===== src/rtl/uart_tx_core.sv =====
// uart_tx_core: byte FIFO + 8N1/8N2 serialiser, LSB first, tx idles high.
// Ports: clk, rst_n, tx_data/tx_valid/tx_ready in, tx/tx_busy/fifo_level out.
// Optional: define UART_TX_PARITY_EN for an even-parity bit after the data.
module uart_tx_core #(
  parameter int BAUD_DIV   = 868,
  parameter int FIFO_DEPTH = 4,
  parameter int STOP_BITS  = 1
) (
  input  logic                          clk,
  input  logic                          rst_n,
  input  logic [7:0]                    tx_data,
  input  logic                          tx_valid,
  output logic                          tx_ready,
  output logic                          tx,
  output logic                          tx_busy,
  output logic [$clog2(FIFO_DEPTH):0]   fifo_level
);

  localparam int AW = $clog2(FIFO_DEPTH);
  localparam int LW = AW + 1;
  localparam logic [15:0] BAUD_LAST = 16'(BAUD_DIV - 1);
  localparam logic [2:0]  STOP_LAST = 3'(STOP_BITS - 1);
  localparam logic [LW-1:0] FULL_LVL = LW'(FIFO_DEPTH);

  typedef enum logic [2:0] {
    IDLE,
    START,
    DATA,
    STOP
`ifdef UART_TX_PARITY_EN
    , PARITY
`endif
  } state_t;

  state_t          state;
  logic [7:0]      mem [FIFO_DEPTH];
  logic [AW-1:0]   wr_ptr;
  logic [AW-1:0]   rd_ptr;
  logic [LW-1:0]   level;
  logic [7:0]      shift;
  logic [15:0]     baud_cnt;
  logic [2:0]      bit_cnt;
`ifdef UART_TX_PARITY_EN
  logic            parity;
`endif

  logic            push;
  logic            pop;
  logic            bit_end;
  logic            stop_end;
  logic [7:0]      head;

  assign tx_ready   = (level != FULL_LVL);
  assign push       = tx_valid && tx_ready;
  assign bit_end    = (baud_cnt == BAUD_LAST);
  // stop_end: last cycle of the final stop bit
  assign stop_end   = (state == STOP) && bit_end &&
                      (bit_cnt == STOP_LAST);
  assign pop        = (level != '0) &&
                      ((state == IDLE) || stop_end);
  assign head       = mem[rd_ptr];
  assign fifo_level = level;
  assign tx_busy    = (state != IDLE) || (level != '0);

  always_ff @(posedge clk) begin
    if (push) begin
      mem[wr_ptr] <= tx_data;
    end
  end

  always_ff @(posedge clk or negedge rst_n) begin
    if (!rst_n) begin
      wr_ptr <= '0;
      rd_ptr <= '0;
      level  <= '0;
    end else begin
      if (push) begin
        wr_ptr <= wr_ptr + 1'b1;
      end
      if (pop) begin
        rd_ptr <= rd_ptr + 1'b1;
      end
      unique case ({push, pop})
        2'b10:   level <= level + 1'b1;
        2'b01:   level <= level - 1'b1;
        default: level <= level;
      endcase
    end
  end

  always_ff @(posedge clk or negedge rst_n) begin
    if (!rst_n) begin
      state    <= IDLE;
      tx       <= 1'b1;
      shift    <= '0;
      baud_cnt <= '0;
      bit_cnt  <= '0;
`ifdef UART_TX_PARITY_EN
      parity   <= 1'b0;
`endif
    end else begin
      unique case (state)
        IDLE: begin
          if (pop) begin
            shift    <= head;
`ifdef UART_TX_PARITY_EN
            parity   <= ^head;
`endif
            tx       <= 1'b0;
            baud_cnt <= '0;
            state    <= START;
          end else begin
            tx <= 1'b1;
          end
        end
        START: begin
          if (bit_end) begin
            tx       <= shift[0];
            bit_cnt  <= '0;
            baud_cnt <= '0;
            state    <= DATA;
          end else begin
            baud_cnt <= baud_cnt + 1'b1;
          end
        end
        DATA: begin
          if (bit_end) begin
            baud_cnt <= '0;
            if (bit_cnt == 3'd7) begin
              bit_cnt <= '0;
`ifdef UART_TX_PARITY_EN
              tx      <= parity;
              state   <= PARITY;
`else
              tx      <= 1'b1;
              state   <= STOP;
`endif
            end else begin
              shift   <= shift >> 1;
              tx      <= shift[1];
              bit_cnt <= bit_cnt + 1'b1;
            end
          end else begin
            baud_cnt <= baud_cnt + 1'b1;
          end
        end
`ifdef UART_TX_PARITY_EN
        PARITY: begin
          if (bit_end) begin
            baud_cnt <= '0;
            bit_cnt  <= '0;
            tx       <= 1'b1;
            state    <= STOP;
          end else begin
            baud_cnt <= baud_cnt + 1'b1;
          end
        end
`endif
        STOP: begin
          if (bit_end) begin
            baud_cnt <= '0;
            if (bit_cnt == STOP_LAST) begin
              bit_cnt <= '0;
              // back-to-back frames: no idle gap
              if (pop) begin
                shift  <= head;
`ifdef UART_TX_PARITY_EN
                parity <= ^head;
`endif
                tx     <= 1'b0;
                state  <= START;
              end else begin
                tx     <= 1'b1;
                state  <= IDLE;
              end
            end else begin
              bit_cnt <= bit_cnt + 1'b1;
            end
          end else begin
            baud_cnt <= baud_cnt + 1'b1;
          end
        end
        default: begin
          tx    <= 1'b1;
          state <= IDLE;
        end
      endcase
    end
  end

endmodule


===== config.mk =====
export PLATFORM = sky130hd
export DESIGN_NAME = uart_tx_core
export DESIGN_NICKNAME = d
export VERILOG_FILES = /design/src/rtl/uart_tx_core.sv
export SDC_FILE = /design/constraint.sdc
export NUM_CORES = 1
export LEC_CHECK = 0
export CAP_MARGIN = 20
export CORE_ASPECT_RATIO = 0.9
export CORE_MARGIN = 4
export CORE_UTILIZATION = 64
export CTS_BUF_LIST = sky130_fd_sc_hd__clkbuf_8 sky130_fd_sc_hd__clkbuf_16
export DETAILED_ROUTE_END_ITERATION = 16
export GPL_TIMING_DRIVEN = 0
export HOLD_SLACK_MARGIN = 0.1
export PLACE_DENSITY = 0.85
export SLEW_MARGIN = 40
export SYNTH_ARGS = -nofsm -noshare
export SYNTH_HDL_FRONTEND = slang
export SYNTH_SLANG_ARGS = --single-unit
export TNS_END_PERCENT = 30

===== constraint.sdc =====
create_clock -name clk -period 4.9 [get_ports clk]
set_input_delay 0.49 -clock clk [delete_from_list [all_inputs] [get_ports clk]]
set_output_delay 0.49 -clock clk [all_outputs]
set_load 0.05 [all_outputs]

Word-level counts from Yosys, hierarchy flattened
Memory sizes are Yosys's and may differ from the RTL's.
Index checks and enable logic that the tools add are counted.
{ "word_totals": {"ram_bits": 32, "input_bits": 11, "regBits": 38, "wordCells": 83, "mem_count": 1, "out_inout_bits": 6} }
{ "op_classes": {"n_mux": 33, "reduce_logical": 20, "n_addsub": 6, "eq_ne": 15} }
{ "memory_table": {"columns": ["name", "depth", "width", "rd", "rd_clocked_by_memory_dff", "wr", "line_no", "rtl"], "rows": [
  ["mem", 4, 8, 1, 0, 1, "36", "logic [7:0] mem [FIFO_DEPTH];"]
]} }
{ "ops": {"columns": ["operator", "n"], "rows": [
  ["$mux 8", 5],
  ["$mux 3", 11],
  ["$mux 16", 2],
  ["$pmux 16 s2", 1],
  ["$pmux 8 s3", 1],
  ["$add 16x1->16 const B", 1],
  ["$eq 16x10->1 const B", 1],
  ["$ne 2x2->1 const B", 6],
  ["$pmux 3 s4", 1],
  ["$reduce_bool 3->1", 4],
  ["$mux 1", 9],
  ["$pmux 3 s3", 1],
  ["$reduce_and 4->1", 2],
  ["$add 3x1->3 const B", 2],
  ["$eq 3x2->1 const B", 2],
  ["$logic_not 3->1", 2],
  ["$pmux 3 s2", 1],
  ["$reduce_and 6->1", 1],
  ["$reduce_and 5->1", 1],
  ["$add 2x1->2 const B", 2],
  ["$logic_and 1x1->1", 4],
  ["$pmux 1 s4", 1],
  ["$reduce_bool 2->1", 2],
  ["$eq 3x1->1 const B", 1],
  ["9 further kinds", 10]
]} }

Logic depth before layout (Yosys ltp)
Gate-level depths: netlist of run 1.
{ "logic_depth": {"ltp_word": 9, "mapped_depth": 11} }

Worst setup path before layout of run 1
No wires, ideal clock.
{ "synth_timing": {"path_kind": "reg2reg", "startpoint": "register level[0] (netlist: fifo_level[0])", "endpoint": "register level[2] (netlist: fifo_level[2])", "period_less_slack_ps": 2630, "path_buffers": 0, "setup_ps": 147, "arrival_time_ps": 2483, "required_time_ps": 4753, "path_stages_with_launch": 10, "path_slack_ps": 2270, "cell_sequence": "dfrtp_1 > nor2_1 > nand2_1 > and2_1 > inv_1 > ha_1 > fa_1 > xnor2_1 > nor2_1 > xor2_1"} }
{ "synth_between": {"elab_chain_cells": 4, "word_cells_on_any_way": 10, "cone_classes": "add/sub: 2; eq/ne: 3; mux: 1; reduce/logical: 4"} }
{ "synth_rtl": {"columns": ["element", "line_no", "rtl"], "rows": [
  ["start: declaration", "39", "logic [LW-1:0] level;"],
  ["start signal: assignment", "84", "2'b10: level <= level + 1'b1;"],
  ["start signal: assignment", "85", "2'b01: level <= level - 1'b1;"],
  ["start signal: assignment", "86", "default: level <= level;"],
  ["$ne 3x3->1 *", "53", "assign tx_ready = (level != FULL_LVL);"],
  ["net tx_ready", "13", "output logic tx_ready,"],
  ["$logic_and 1x1->1 *", "54", "assign push = tx_valid && tx_ready;"],
  ["$eq 2x1->1 / $eq 2x2->1 (equally long branches)", "83", "unique case ({push, pop})"],
  ["$pmux 3 s2 / $reduce_bool 2->1 (equally long branches)", null, null]
]} }
The timed path passes the listed nets; every way through them passes the cells marked *.
A chain may end at the register's enable or synchronous reset.

Worst setup path in the final report of run 1
{ "layout_timing": {"startpoint": "register state[0]", "endpoint": "output port tx_busy"} }
{ "layout_between": {"elab_chain_cells": 2} }
{ "layout_rtl": {"columns": ["element", "line_no", "rtl"], "rows": [
  ["start: declaration", "35", "state_t state;"],
  ["start signal: assignment", "93", "state <= IDLE;"],
  ["start signal: assignment", "111", "state <= START;"],
  ["start signal: assignment", "121", "state <= DATA;"],
  ["$reduce_bool 3->1", "63", "assign tx_busy = (state != IDLE) || (level != '0);"],
  ["$logic_or 1x1->1", "63", null],
  ["end: declaration", "15", "output logic tx_busy,"]
]} }
Every way passes these cells.

==> out/results.ini, run 1 <==
[routing]
first_pass_iters = 4
ant_nets = 0
vias = 2138
drcViolationCount = 0
drt_iter0_markers = 201
viasPerCell = 6.07
drt-total-wl_um = 6510
routedWlPerCell_um = 18.5

[logic_synthesis]
synth_ff_type = dfrtp_1
synth_seq_area_share_pct = 55.8
synthArstFlopShare_pct = 53.6
synth_warnings = 0
synthDistinctLibCells = 47
syn-mean-instance-area_um2 = 13.3
syn-cell-area_mm2 = 0.00339
synth.net_count = 281
synth_seq_cells = 69
synth_edf_count = 32
synthCells = 255

[critical_path]
cp-end-kind = output port
cp.required_ns = 4.41
max_stage_delay_ns = 0.75
worst_ep_arrival_time_ns = 2.56
crit_chain = inv_1, ha_1, nor4b_2, inv_1, clkdlybuf4s50_1
slowest_stage = clkdlybuf4s50_1
path_class = reg -> out
crit_top_cell = inv_1
startpoint_type = flop
r2r_start = baud_cnt[0]
crit_fanout = 7
reg2reg_slack_ns = 2.20
r2r-end = fifo_level[1]
reg2reg_depth = 9

[sta]
final.setup.tns_ns = 0
period_share_pct = 62.2
fin_crit_ns = 3.05
setup_violations = 0
finalHoldViolCount = 0
timing.hold.ws_ns = 0.0946
worst_clock_skew_ns = 0.00822
timing.fmax_mhz = 328
rsz0062_at_grt = no
worst_pin_slew_ns = 0.557
max-slew-margin-rel_pct = 62.8
timing.final.max_slew_violations = 0

[placement]
placedCellCount = 336
hpwl_um = 4420
io_buffers = 16
place_congestion = 0.878

[clock_network]
cts_root_buf = clkbuf_8
numCtsBuffers = 9
cts_setup_buffers = 0
clk_pin_slew_ns = 0.07
ctsResizeCount = 0
cts_tree = done
clk_latency_ns = 0.35
postCtsHoldBufs = 0
clk_path_buf_depth = 2
htreeDepth = 3
clock_sinks = 69

[die]
placementRows = 24
boundaryPins = 17
die-area_mm2 = 0.00652
fp.dieW_um = 84.7
core_area_mm2 = 0.00498
initial_core_util_pct = 67.9
die_h_um = 77

[layout]
layout_commonest_cell = dfrtp_1
final_cell_mix = 36 x dfrtp_1, 32 x edfxtp_1, 22 x nor2_1
drive_gt1_share_pct = 20.9
area_delta_synth_final_pct = 14.1
insertedDiodeCount = 0
final_cells = 352
final_nets = 308

[run]
max_cap_violations = 0

[power]
peakVddDrop_uv = 512
p_leak_nw = 1.55
finalPower_mw = 2.40
power_density_mw_per_mm2 = 621

[outcome]
outcome = finished clean

[global_routing]
grt_overflow = 0
antenna_found_initial = 0
track_usage_pct = 21.8
grt_max_degree = 38
grt_pass1_vias = 2190
grt_pass1_wl_um = 10800

[hold_path]
hp-class = in -> async

-- critical path, delay by kind of cell, from the launching register on --
family,cells,cell delay [ns]
flops,1,0.40
fa+ha+maj,1,0.30
simple gates,1,0.38
buf+inv,3,1.13
-- worst max-delay path by stage --
stage,from,end,cells past startpoint,slack (ns)
after detailed placement,baud_cnt[0],fifo_level[1],9,2.22
after global routing,state[0],tx_busy,5,1.67
after CTS,state[0],tx_busy,5,1.84
after floorplan,fifo_level[0],fifo_level[2],9,2.27
after global placement,state[0],tx_busy,5,2.31
final,state[0],tx_busy,5,1.85
-- routing by layer --
metal	global-route usage [%]	part of all wire, %
met1	29.2	44
met2	33.6	48
met3	8.15	6.5
met4	6.01	1.8
met5	0	0
-- area by class of cell --
class,instances,area [µm²]
Multi-Input combinational cell,170,1400
Fill cell,313,1120
Tap cell,65,81.3
Buffer,8,65.1
Clock inverter,7,114
Sequential cell,69,1890
Clock buffer,9,124
Timing Repair Buffer,16,158
Inverter,8,30.0
-- synth_stat cells, drive strengths merged, types with 2 or more instances --
master	number	share of area, %
nor4b	2	0.89
a32o	2	0.59
a21oi	6	1.2
ha	14	5.2
mux4	8	5.3
buf	5	1.3
inv	8	0.89
o21a	3	0.67
and4	3	0.81
nand3	8	1.2
nand2b	3	0.55
nand3b	2	0.44
clkbuf	3	0.63
nand4	6	1.1
a31oi	2	0.37
o211ai	2	0.59
xor2	8	2.1
o21ai	4	0.59
and2	2	0.37
edfxtp	32	28
xnor2	9	2.3
nor2b	4	0.74
and3	7	1.3
dfrtp	36	27
nor2	22	2.4
nor4	5	0.92
nor3	4	0.59
mux2	19	6.3
nand2	14	1.6
-- sequential cells by signal, indices dropped and copies added, names as in the netlist --
name        count
wr_ptr          2
tx              1
shift           8
mem            32
state           2
rd_ptr          2
baud_cnt       16
bit_cnt         3
fifo_level      3
-- report_power, final --
part	switching, mW	internal (mW)	leakage (nW)
clock	0.214	0.336	0.123
combinational	0.535	0.443	0.665
sequential	0.0991	0.773	0.765
-- metrics by stage --
step / util [%] / cell area (µm²) / setup slack (ns)
after floorplan: - / 3390 / 2.27
after global placement: 72.8 / 3630 / 2.31
after detailed placement: 72.7 / 3620 / 2.22
after CTS: 77.5 / 3860 / 1.84
after global routing: 77.5 / 3860 / 1.67
final: 77.5 / 3860 / 1.85
-- kinds of logic after synthesis --
family	Yosys count	share of synthesized area, %
compound gates	23	5.06
xor+xnor	17	4.40
fa+ha+maj	15	5.77
buf+inv	16	2.81
flops	69	55.8
mux	28	11.9
simple gates	87	14.3
No activity file was read; power rests on OpenSTA's default activity.
==> inputs of run 2 (changes only) <==
--- a/config.mk
+++ b/config.mk
@@ -8,12 +8,12 @@
 export CAP_MARGIN = 20
 export CORE_ASPECT_RATIO = 0.9
 export CORE_MARGIN = 4
-export CORE_UTILIZATION = 64
+export CORE_UTILIZATION = 54
 export CTS_BUF_LIST = sky130_fd_sc_hd__clkbuf_8 sky130_fd_sc_hd__clkbuf_16
 export DETAILED_ROUTE_END_ITERATION = 16
 export GPL_TIMING_DRIVEN = 0
 export HOLD_SLACK_MARGIN = 0.1
-export PLACE_DENSITY = 0.85
+export PLACE_DENSITY = 0.77
 export SLEW_MARGIN = 40
 export SYNTH_ARGS = -nofsm -noshare
 export SYNTH_HDL_FRONTEND = slang
==> constraint.sdc (replaced) <==
create_clock -name clk -period 2.5 [get_ports clk]
set_input_delay 0.25 -clock clk [delete_from_list [all_inputs] [get_ports clk]]
set_output_delay 0.25 -clock clk [all_outputs]
set_load 0.05 [all_outputs]
==> run 2 against run 1 <==
Compared with the run above:
- via count down 0.98%
- critical path depth up 4
- combinational power up 100%
- wire length down 5.6%
==> out/results.ini, run 2 (synthesis results as in run 1) <==
[global_routing]
antenna_found_initial = 0
track_usage_pct = 17.3
grt_pass1_vias = 2091
grt_pass1_wl_um = 10500
grt_overflow = 0
grt_max_degree = 38

[power]
power.share.switching_pct = 36.2
power_density_mw_per_mm2 = 1170
p_int_mw = 2.94
finalPower_mw = 4.61
p_switching_mw = 1.67
clkPwrFrac_pct = 19.7
peakVddDrop_uv = 903
p_leak_nw = 1.56
pwr-share-comb_pct = 43.0
p_seq_share_pct = 37.3

[critical_path]
slowest_stage = fa_2
reg2reg_depth = 9
crit_family = adder cells
cp.required_ns = 2.73
crit_chain = ha_4, nor4b_4, and4_1, buf_6, nor2b_4, o21a_1, ha_2, fa_2, mux2_2
cp-end-kind = flop
r2r_start = baud_cnt[1]
crit_fanout = 5
crit_path_start = baud_cnt[1]
startpoint_type = flop
r2r-end = fifo_level[1]
path_class = reg -> reg
critPathBufInv = 1
worst_ep_arrival_time_ns = 2.70
max_stage_delay_ns = 0.43
reg2reg_slack_ns = 0.03

[sta]
rsz0062_at_grt = yes
worst_clock_skew_ns = 0.00967
worst_pin_slew_ns = 0.536
final.setup.tns_ns = 0
fin_crit_ns = 2.47
finalHoldViolCount = 0
setup_violations = 0
timing.final.max_slew_violations = 0
timing.fmax_mhz = 405
period_share_pct = 98.7
max-slew-margin-rel_pct = 64.1
timing.final.ws_setup_ns = 0.0313

[layout]
filler_cell_count = 464
drive_gt1_share_pct = 25.6
final_cell_mix = 32 x dfrtp_1, 32 x edfxtp_1, 21 x nor2_1
largest_registers = mem (32), baud_cnt (16), shift (8)
insertedDiodeCount = 0
largest_register_ffs = 32
final_nets = 314
post-route-util_pct = 64.7
final_cells = 380
top_register = mem
area_delta_synth_final_pct = 16.9

[clock_network]
clk_pin_slew_ns = 0.08
htreeDepth = 3
clock_sinks = 69
clk_latency_ns = 0.34
cts_root_buf = clkbuf_8
numCtsBuffers = 9
cts_tree = done
clk_path_buf_depth = 2

[die]
initial_core_util_pct = 55.4
fp.dieW_um = 91.5
placementRows = 27
boundaryPins = 17
core_area_mm2 = 0.00611
die_h_um = 83.1
die-area_mm2 = 0.00760

[placement]
hpwl_um = 4120
placedCellCount = 358
place_congestion = 0.822
dp_slack_ns = -0.0872
io_buffers = 16

[routing]
drt_iter0_markers = 126
drcViolationCount = 0
routedWlPerCell_um = 16.2
drt-total-wl_um = 6150
first_pass_iters = 4
ant_nets = 0
vias = 2117
viasPerCell = 5.57

[outcome]
outcome = finished clean

[run]
max_cap_violations = 0

[hold_path]
hp-class = in -> async

run 2: cell count changes in the layout (fill, tap and decap cells not counted), sizes merged:
cell | previous run | this run
clkbuf | 12 | 14
buf | 6 | 11
dlygate4sd3 | 0 | 1
bufinv | 3 | 1
inv | 8 | 10
clkinvlp | 0 | 1
clkdlybuf4s50 | 15 | 14
clkinv | 4 | 2
run 2: stage by stage:
stage	hold slack, ns	cell area, µm²
2_1_floorplan	-0.0456	3390
3_3_place_gp	0.485	3660
3_5_place_dp	0.251	3650
4_1_cts	0.413	3880
5_1_grt	0.466	3960
6_report	0.402	3960
run 2: how the worst max path moves through the flow:
| stage | endpoint | slack, ns | depth (start not counted) |
|---|---|---|---|
| finish | fifo_level[1] | 0.03 | 9 |
| detailed placement | fifo_level[2] | -0.09 | 11 |
| global placement | fifo_level[2] | -0.05 | 11 |
| global route | fifo_level[1] | -0.07 | 9 |
| floorplan | fifo_level[1] | -0.04 | 6 |
| CTS | tx_busy | 0.001 | 5 |
run 2: layout make-up:
class | instances | area [µm²] | area share [%]
timing repair buffer | 22 | 200 | 5.06
clock buffer | 10 | 138 | 3.48
buffer | 8 | 65.1 | 1.64
multi-input combinational | 170 | 1460 | 36.9
tap | 87 | 109 | 2.75
sequential | 69 | 1890 | 47.8
clock inverter | 6 | 62.6 | 1.58
inverter | 8 | 30.0 | 0.759
run 2: layer usage:
metal  vias to the layer above  GRT usage (%)  routed length (µm)
li1                       1007              -                   -
met2                        33           25.5                2930
met3                         9           4.44                 196
met4                         0           5.34                  81
met1                      1068           25.0                2940
met5                         -              0                   0
run 2: power groups by stage:
| stage | registers [mW] | clock network (mW) | logic (mW) |
|---|---|---|---|
| floorplan | 1.79 | 0 | 1.36 |
| global placement | 1.71 | 0 | 1.84 |
| detailed placement | 1.73 | 0 | 1.88 |
| CTS | 1.71 | 0.930 | 1.91 |
| global route | 1.76 | 0.980 | 2.20 |
| finish | 1.72 | 0.911 | 1.98 |
run 2: timing repair:
item | CTS | global route
hold buffers | 1 | 0
pin swaps | 1 | 7
endpoints found under the hold margin | 36 | 0
setup endpoints to repair | 3 | 3
buffers inserted | 0 | 5
gates resized for setup | 5 | 11
run 2: worst register-to-register path, delay by kind of cell (launching register included):
kind	cells	cell delay [ns]
AND/OR/NAND/NOR	3	0.57
AO/OA/AOI/OAI	1	0.17
multiplexers	1	0.26
adder cells (fa/ha/maj)	3	0.83
buffers and inverters	1	0.12
flip-flops	1	0.41
